==> config.mk <==
export PLATFORM = sky130hd
export DESIGN_NAME = aes_core_arbiter
export DESIGN_NICKNAME = d
export VERILOG_FILES = /design/src/rtl/aes_core_arbiter.sv
export SDC_FILE = /design/constraint.sdc
export NUM_CORES = 1
export LEC_CHECK = 0
export CORE_AREA = 2 2 405 407
export CTS_CLUSTER_DIAMETER = 80
export CTS_CLUSTER_SIZE = 10
export DETAILED_ROUTE_END_ITERATION = 10
export DIE_AREA = 0 0 407 409
export MAX_ROUTING_LAYER = met4
export PLACE_DENSITY = 0.36
export REMOVE_ABC_BUFFERS = 1
export SLEW_MARGIN = 20
export SYNTH_ARGS = -nofsm -noshare
export SYNTH_HDL_FRONTEND = slang
export SYNTH_SLANG_ARGS = --single-unit
==> constraint.sdc <==
create_clock -name clk -period 2.5 [get_ports clk]
set_clock_uncertainty 0.05 [all_clocks]
set_input_delay 0.5 -clock clk [delete_from_list [all_inputs] [get_ports clk]]
set_output_delay 0.5 -clock clk [all_outputs]
set_load 0.01 [all_outputs]
==> src/rtl/aes_core_arbiter.sv <==
// aes_core_arbiter
//
// Shares a single aes_encrypt_core between two requesters. One job is in
// flight at a time: a requester is granted in IDLE, the core is started for
// one cycle, the arbiter waits in BUSY for core_finish (with a timeout), and
// the result is held in RESP until the response handshake completes.
//
// Ports
//   clk, nrst                    clock and asynchronous active-low reset
//   reqN_valid / reqN_ready      job handshake for requester N (N = 0, 1)
//   reqN_plain_text, reqN_key    128-bit job operands for requester N
//   rsp_valid / rsp_ready        response handshake
//   rsp_id                       requester that owns the response
//   rsp_err                      response was produced by a timeout
//   rsp_data                     cipher text (zero on timeout)
//   core_start                   one-cycle start pulse to the core
//   core_finish                  core reports completion
//   core_bus_free                core may accept a new job
//   core_plain_text, core_key    registered operands driven to the core
//   core_cipher_text             result from the core
module aes_core_arbiter #(
  parameter int TIMEOUT = 64
) (
  input  logic         clk,
  input  logic         nrst,
  input  logic         req0_valid,
  input  logic         req1_valid,
  output logic         req0_ready,
  output logic         req1_ready,
  input  logic [127:0] req0_plain_text,
  input  logic [127:0] req1_plain_text,
  input  logic [127:0] req0_key,
  input  logic [127:0] req1_key,
  output logic         rsp_valid,
  input  logic         rsp_ready,
  output logic         rsp_id,
  output logic         rsp_err,
  output logic [127:0] rsp_data,
  output logic         core_start,
  input  logic         core_finish,
  input  logic         core_bus_free,
  output logic [127:0] core_plain_text,
  output logic [127:0] core_key,
  input  logic [127:0] core_cipher_text
);

  // The BUSY counter only needs to reach TIMEOUT-1: it is 0 in the first
  // BUSY cycle, so the TIMEOUT-th BUSY cycle is the one where it equals
  // TIMEOUT-1.
  localparam int CNT_W = (TIMEOUT > 1) ? $clog2(TIMEOUT) : 1;
  localparam logic [CNT_W-1:0] CNT_LAST = CNT_W'(TIMEOUT - 1);

  typedef enum logic [1:0] {
    IDLE,
    START,
    BUSY,
    RESP
  } state_t;

  state_t           state;
  state_t           state_next;
  logic [CNT_W-1:0] busy_cnt;
  logic             prefer1;
  logic             grant_valid;
  logic             grant_id;
  logic             finish_ok;
  logic             timed_out;

  // Round-robin grant. Gated by nrst so no ready can leak out while the
  // block is held in reset with requests pending.
  always_comb begin
    grant_valid = 1'b0;
    grant_id    = 1'b0;
    if (nrst && (state == IDLE) && core_bus_free) begin
      if (req0_valid && req1_valid) begin
        grant_valid = 1'b1;
        grant_id    = prefer1;
      end else if (req0_valid) begin
        grant_valid = 1'b1;
        grant_id    = 1'b0;
      end else if (req1_valid) begin
        grant_valid = 1'b1;
        grant_id    = 1'b1;
      end
    end
  end

  assign req0_ready = grant_valid && !grant_id;
  assign req1_ready = grant_valid && grant_id;

  // A finish level seen in the very first BUSY cycle may be left over from
  // the previous job, so it is not trusted. On the last BUSY cycle a real
  // finish takes priority over the timeout.
  assign finish_ok = (state == BUSY) && (busy_cnt != '0) && core_finish;
  assign timed_out = (state == BUSY) && (busy_cnt == CNT_LAST) && !finish_ok;

  // State register.
  always_ff @(posedge clk or negedge nrst) begin
    if (!nrst) begin
      state <= IDLE;
    end else begin
      state <= state_next;
    end
  end

  // Next-state logic and the core start pulse.
  always_comb begin
    state_next = state;
    core_start = 1'b0;
    case (state)
      IDLE: begin
        if (grant_valid) begin
          state_next = START;
        end
      end
      START: begin
        core_start = 1'b1;
        state_next = BUSY;
      end
      BUSY: begin
        if (finish_ok || timed_out) begin
          state_next = RESP;
        end
      end
      RESP: begin
        if (rsp_ready) begin
          state_next = IDLE;
        end
      end
      default: state_next = IDLE;
    endcase
  end

  // Job operands, response registers, timeout counter and round-robin
  // pointer. The pointer moves only when a response is handed over, so an
  // aborted job leaves the preference untouched until reset clears it.
  always_ff @(posedge clk or negedge nrst) begin
    if (!nrst) begin
      core_plain_text <= '0;
      core_key        <= '0;
      rsp_valid       <= 1'b0;
      rsp_err         <= 1'b0;
      rsp_id          <= 1'b0;
      rsp_data        <= '0;
      busy_cnt        <= '0;
      prefer1         <= 1'b0;
    end else begin
      if (grant_valid) begin
        core_plain_text <= grant_id ? req1_plain_text : req0_plain_text;
        core_key        <= grant_id ? req1_key : req0_key;
        rsp_id          <= grant_id;
      end

      if ((state == BUSY) && (state_next == BUSY)) begin
        busy_cnt <= busy_cnt + CNT_W'(1);
      end else begin
        busy_cnt <= '0;
      end

      if (finish_ok) begin
        rsp_valid <= 1'b1;
        rsp_err   <= 1'b0;
        rsp_data  <= core_cipher_text;
      end else if (timed_out) begin
        rsp_valid <= 1'b1;
        rsp_err   <= 1'b1;
        rsp_data  <= '0;
      end

      if ((state == RESP) && rsp_ready) begin
        rsp_valid <= 1'b0;
        prefer1   <= ~rsp_id;
      end
    end
  end

endmodule

After elaboration in Yosys (flattened, before gate mapping)

Index checks and enable logic that the tools add are counted.

Flip-flop bits (word level): 396
Latch bits: 0
Bits in writable memories: 0
Bits in read-only memories: 0
Input port bits: 647
Output and inout bits: 390
Word-level logic and storage cells: 55
Memories: 0

$add $sub $neg: 1
$mul: 0
Divide/modulo/power cells: 0
Order comparisons: 0
Equality and inequality tests: 5
Shifts and indexed selects: 0
Muxes and demuxes: 21
Bitwise operators: 1
Reductions and logical operators: 18

Operators with widths:

| kind                  | number |
|---|---|
| $mux W128             | 4 |
| $mux W1               | 12 |
| $logic_and A1 B1 Y1   | 11 |
| $pmux W2 S4           | 1 |
| $add A6 B1 Y6 const B | 1 |
| $eq A2 B2 Y1 const B  | 3 |
| $eq A6 B6 Y1 const B  | 1 |
| $mux W2               | 3 |
| $mux W6               | 1 |
| $reduce_bool A6 Y1    | 1 |
| $reduce_bool A3 Y1    | 1 |
| $eq A2 B1 Y1 const B  | 1 |
| $logic_not A1 Y1      | 2 |
| $logic_not A2 Y1      | 1 |
| $reduce_bool A2 Y1    | 1 |
| $logic_or A1 B1 Y1    | 1 |
| $not A1 Y1            | 1 |

Depth between registers and ports, before layout

Word-level depth: 11
Gate-level depth with buffers: 8
Mapped depth without buffers: 5

Least setup slack after synthesis

Ideal clock, no wire load.

Path type: register to output
Start point: register state[1]
End point: output port req1_ready
Arrival: 1,372 ps
Data required time: 1,950 ps
Setup slack: 578 ps
Cell stages (with the launch flop): 7
Cells stage by stage: dfrtp_1 buf_4 nor4bb_1 buf_2 and3_1 buf_4 buf_2

Word-level cells in the longest chain between the ends: 5
Elaborated cells on any way between the ends: 6

Ends and longest elaborated chain:

| element                              | RTL line | RTL |
|---|---|---|
| start: declaration                   | 60       | `state_t state;` |
| start signal: assignment             | 102      | `state <= state_next;` |
| $logic_not A2 Y1 (*)                 | 74       | `if (nrst && (state == IDLE) && core_bus_free) begin` |
| $logic_and A1 B1 Y1 (*) (2 in a row) | 74       |  |
| $mux W1                              | 74       |  |
| $logic_and A1 B1 Y1 (*)              | 89       | `assign req1_ready = grant_valid && grant_id;` |
| end: declaration                     | 29       | `output logic req1_ready,` |

Mark *: on every way between the ends. The rest lies on a longest branch, timed or not.

Final worst setup path

Same ends and word-level chain as after synthesis.

==> impl_metrics.json <==
{
  "violations": "negative setup slack",
  "ant_nets": 0,
  "p_int_uw": 23500,
  "fin_crit_ps": 2540,
  "cp_data_required_time_ps": 1950,
  "grt_pass1_wl_um": 167000,
  "instances_no_fill": 4753,
  "yosysSeqAreaShare": 0.547,
  "cp_top_family": "simple AND/OR/NAND/NOR gates",
  "met1_length_um": 51200,
  "max_freq_mhz": 394,
  "clkPwrFrac": 0.210,
  "ys_ff_latch": 396,
  "setup_slack_ps": -37.3,
  "fin_nets": 3186,
  "top_layer": "met4",
  "hold_violations": 0,
  "total_power_uw": 36500,
  "dr_wl_met3_um": 10400,
  "synth_top_family_by_area": "compound AO/OA/AOI/OAI gates",
  "period_share": 1.01,
  "yosysWarningCount": 0,
  "dr_wl_met2_um": 61900,
  "crit_slowest_cell": "dfrtp_1",
  "wl_um": 126000,
  "power_frac_seq": 0.324,
  "netlist_top_cells_area": "dfrtp_1, a221o_1, a21boi_0",
  "fp.dieW_um": 407,
  "max_cap_viol_count": 0,
  "num_rows": 148,
  "p_sw_frac": 0.356,
  "fin_tns_setup_ps": -37.3,
  "wl_per_cell_um": 26.4,
  "synth_top_area_cell": "dfrtp_1",
  "io_pins": 1037,
  "muxShareOfSynthArea": 0.0707,
  "hold_class": "in -> reg",
  "netlist_area_um2": 18100,
  "clk_path_buf_depth": 3,
  "drt_iter0_drc": 1026,
  "setup_viol": 1,
  "crit_buf_inv": 3,
  "gr-usage-all-layers": 0.149,
  "grt_max_degree": 118,
  "synth-compound-area-share": 0.289,
  "synth_cell_types": 37,
  "insertion_delay_ps": 650,
  "crit_top_cell": "buf_12",
  "clock-sinks": 396,
  "root_buffer": "clkbuf_16",
  "dp.cells": 4648,
  "drtPass1Iterations": 5,
  "grt_antenna_before_repair": 43,
  "clk_pin_slew_ps": 60,
  "p_per_area_nw_per_um2": 1100,
  "yosys.area_share.simple": 0.00891,
  "fillerInstances": 17730,
  "drc": 0,
  "grt_overflow": 0,
  "outcome": "finished with violations",
  "crit_path_start_kind": "register",
  "worst_pin_slew_ps": 1020,
  "critPathCaptureType": "output port",
  "die_h_um": 409,
  "areaGrowthSynthToFinish_pct": 83.3,
  "crit_chain": "nor4bb_4 > buf_6 > and3_4 > buf_12 > buf_12",
  "p_comb_frac": 0.466,
  "dieArea_um2": 166000,
  "rsz0062_at_grt": "true",
  "numPortBuffers": 1036,
  "cts_inserted_buffers": 53,
  "vias": 17609,
  "crit_path_max_fanout": 2,
  "switchingPower_uw": 13000,
  "place_congestion": 0.813,
  "arrival_ps": 1990,
  "leakage_uw": 0.0140,
  "synthesis.instances": 1503,
  "synth_fa_ha_area_frac": 0.00138,
  "core_area_um2": 162000,
  "synth_top_cell_area_share": 0.547,
  "dp_hpwl_um": 97600,
  "cts_tree": "done",
  "worstSetupPathType": "reg -> out",
  "drive_above_1_share": 0.0726,
  "cp_slowest_stage_delay_ps": 420,
  "slew_viol_final": 0,
  "finalCoreUtilization": 0.205,
  "ir_worst_vdd_mv": 0.467,
  "grt_pass1_vias": 18777,
  "ctsHtreeMaxLevel": 2,
  "synth_area_per_cell_um2": 12.1,
  "synthXorXnorAreaFrac": 0.00145,
  "dp_slack_ps": -222,
  "viasPerCell": 3.70,
  "initial_utilization": 0.112,
  "slew_headroom": 0.320
}
## sequential cells by signal, indices dropped and copies added (netlist names)
name	cells
rsp_err	1
rsp_data	128
prefer1	1
rsp_id	1
state	2
core_plain_text	128
rsp_valid	1
core_key	128
busy_cnt	6
## worst min-delay path, stage by stage
cell and delay [ps]:
clkdlybuf4s50_1 390, inv_1 50, mux2i_1 50
## power by group through the flow
stage	registers, uW	clock network (uW)	logic [uW]
2_1_floorplan	12700	0	5880
3_3_place_gp	12000	0	17300
3_5_place_dp	11900	0	17300
4_1_cts	11900	8030	17400
5_1_grt	12200	8240	18300
6_report	11800	7670	17000
## through the flow
| step | area, um2 | hold slack [ps] |
|---|---|---|
| after floorplan | 17100 | 154 |
| after global placement | 31500 | 427 |
| after detailed placement | 31500 | 437 |
| after CTS | 33200 | 258 |
| after global routing | 33200 | 300 |
| final | 33200 | 345 |
## final timing paths
kind	startpoint	end	slack [ps]	cells after the start
worst min-delay path	core_cipher_text[52]	rsp_data[52]	340	3
min in group asynchronous	nrst	core_plain_text[0]	500	3
worst max register to register	state[1]	core_plain_text[126]	130	9
worst min register to register	rsp_err	rsp_err	440	1
max in group asynchronous	nrst	core_key[115]	440	4
worst max-delay path	state[1]	req1_ready	-40	5
## synthesized netlist by cell type
| cell | n |
|---|---|
| or2_2 | 1 |
| dfrtp_1 | 396 |
| buf_6 | 36 |
| nor2_1 | 2 |
| inv_1 | 133 |
| o21ai_0 | 130 |
| a21boi_0 | 258 |
| or3b_1 | 1 |
| a2111oi_0 | 1 |
| or2_1 | 1 |
| buf_1 | 3 |
| nand3_1 | 4 |
| o22a_1 | 1 |
| xnor2_1 | 1 |
| nor4_1 | 2 |
| or3_1 | 1 |
| nor3_1 | 2 |
| and3_1 | 3 |
| o2111ai_2 | 1 |
| o31a_1 | 1 |
| o211ai_1 | 1 |
| buf_2 | 52 |
| ha_1 | 2 |
| xor2_1 | 2 |
| nand4_1 | 2 |
| o21a_1 | 3 |
| buf_4 | 13 |
| clkbuf_1 | 55 |
| nor4bb_1 | 1 |
| a21o_1 | 1 |
| nor4b_1 | 1 |
| nand4b_1 | 1 |
| o211a_1 | 1 |
| nand2_1 | 5 |
| a221o_1 | 256 |
| nand2b_1 | 1 |
| mux2i_1 | 128 |
## final cells by class
type | instances | area, um2 | share of cell area
repair buffers | 1138 | 11600 | 0.350
flip-flops and latches | 396 | 9910 | 0.298
multi-input cells | 815 | 6790 | 0.204
well taps | 2175 | 2720 | 0.0819
clock buffers | 60 | 1380 | 0.0416
inverters | 133 | 499 | 0.0150
clock inverters | 19 | 248 | 0.00746
diodes | 17 | 42.5 | 0.00128
## cells in the final DEF (no fill, tap or decap), types with 4 or more instances in the layout
| cell type | instances |
|---|---|
| clkinv_4 | 4 |
| diode_2 | 17 |
| clkdlybuf4s50_1 | 1029 |
| a21boi_0 | 258 |
| dfrtp_1 | 396 |
| buf_4 | 60 |
| mux2i_1 | 128 |
| o21ai_0 | 130 |
| a221o_1 | 256 |
| bufinv_16 | 4 |
| clkbuf_16 | 53 |
| buf_6 | 4 |
| clkinv_2 | 4 |
| nand2_1 | 5 |
| clkbuf_1 | 4 |
| inv_1 | 133 |
| buf_12 | 39 |
## repair_timing
action	4_1_cts	5_1_grt
hold buffers	1	0
cloned	0	0
pin swaps	3	1
endpoints found under the setup margin	6	10
setup buffers	7	1
endpoints found under the hold margin	103	0
gates resized for setup	13	0
## logic make-up after synthesis
family | Yosys count
multiplexers | 128
XOR/XNOR | 3
AO/OA/AOI/OAI | 654
buffers and inverters | 292
AND/OR/NAND/NOR | 28
adder cells (fa/ha/maj) | 2
flip-flops | 396
## per-layer routing
metal	vias up	GRT usage
met5	-	-
met4	0	0.0238
li1	7726	-
met2	727	0.252
met3	134	0.0511
met1	9022	0.172
(Power assumes the default switching activity.)
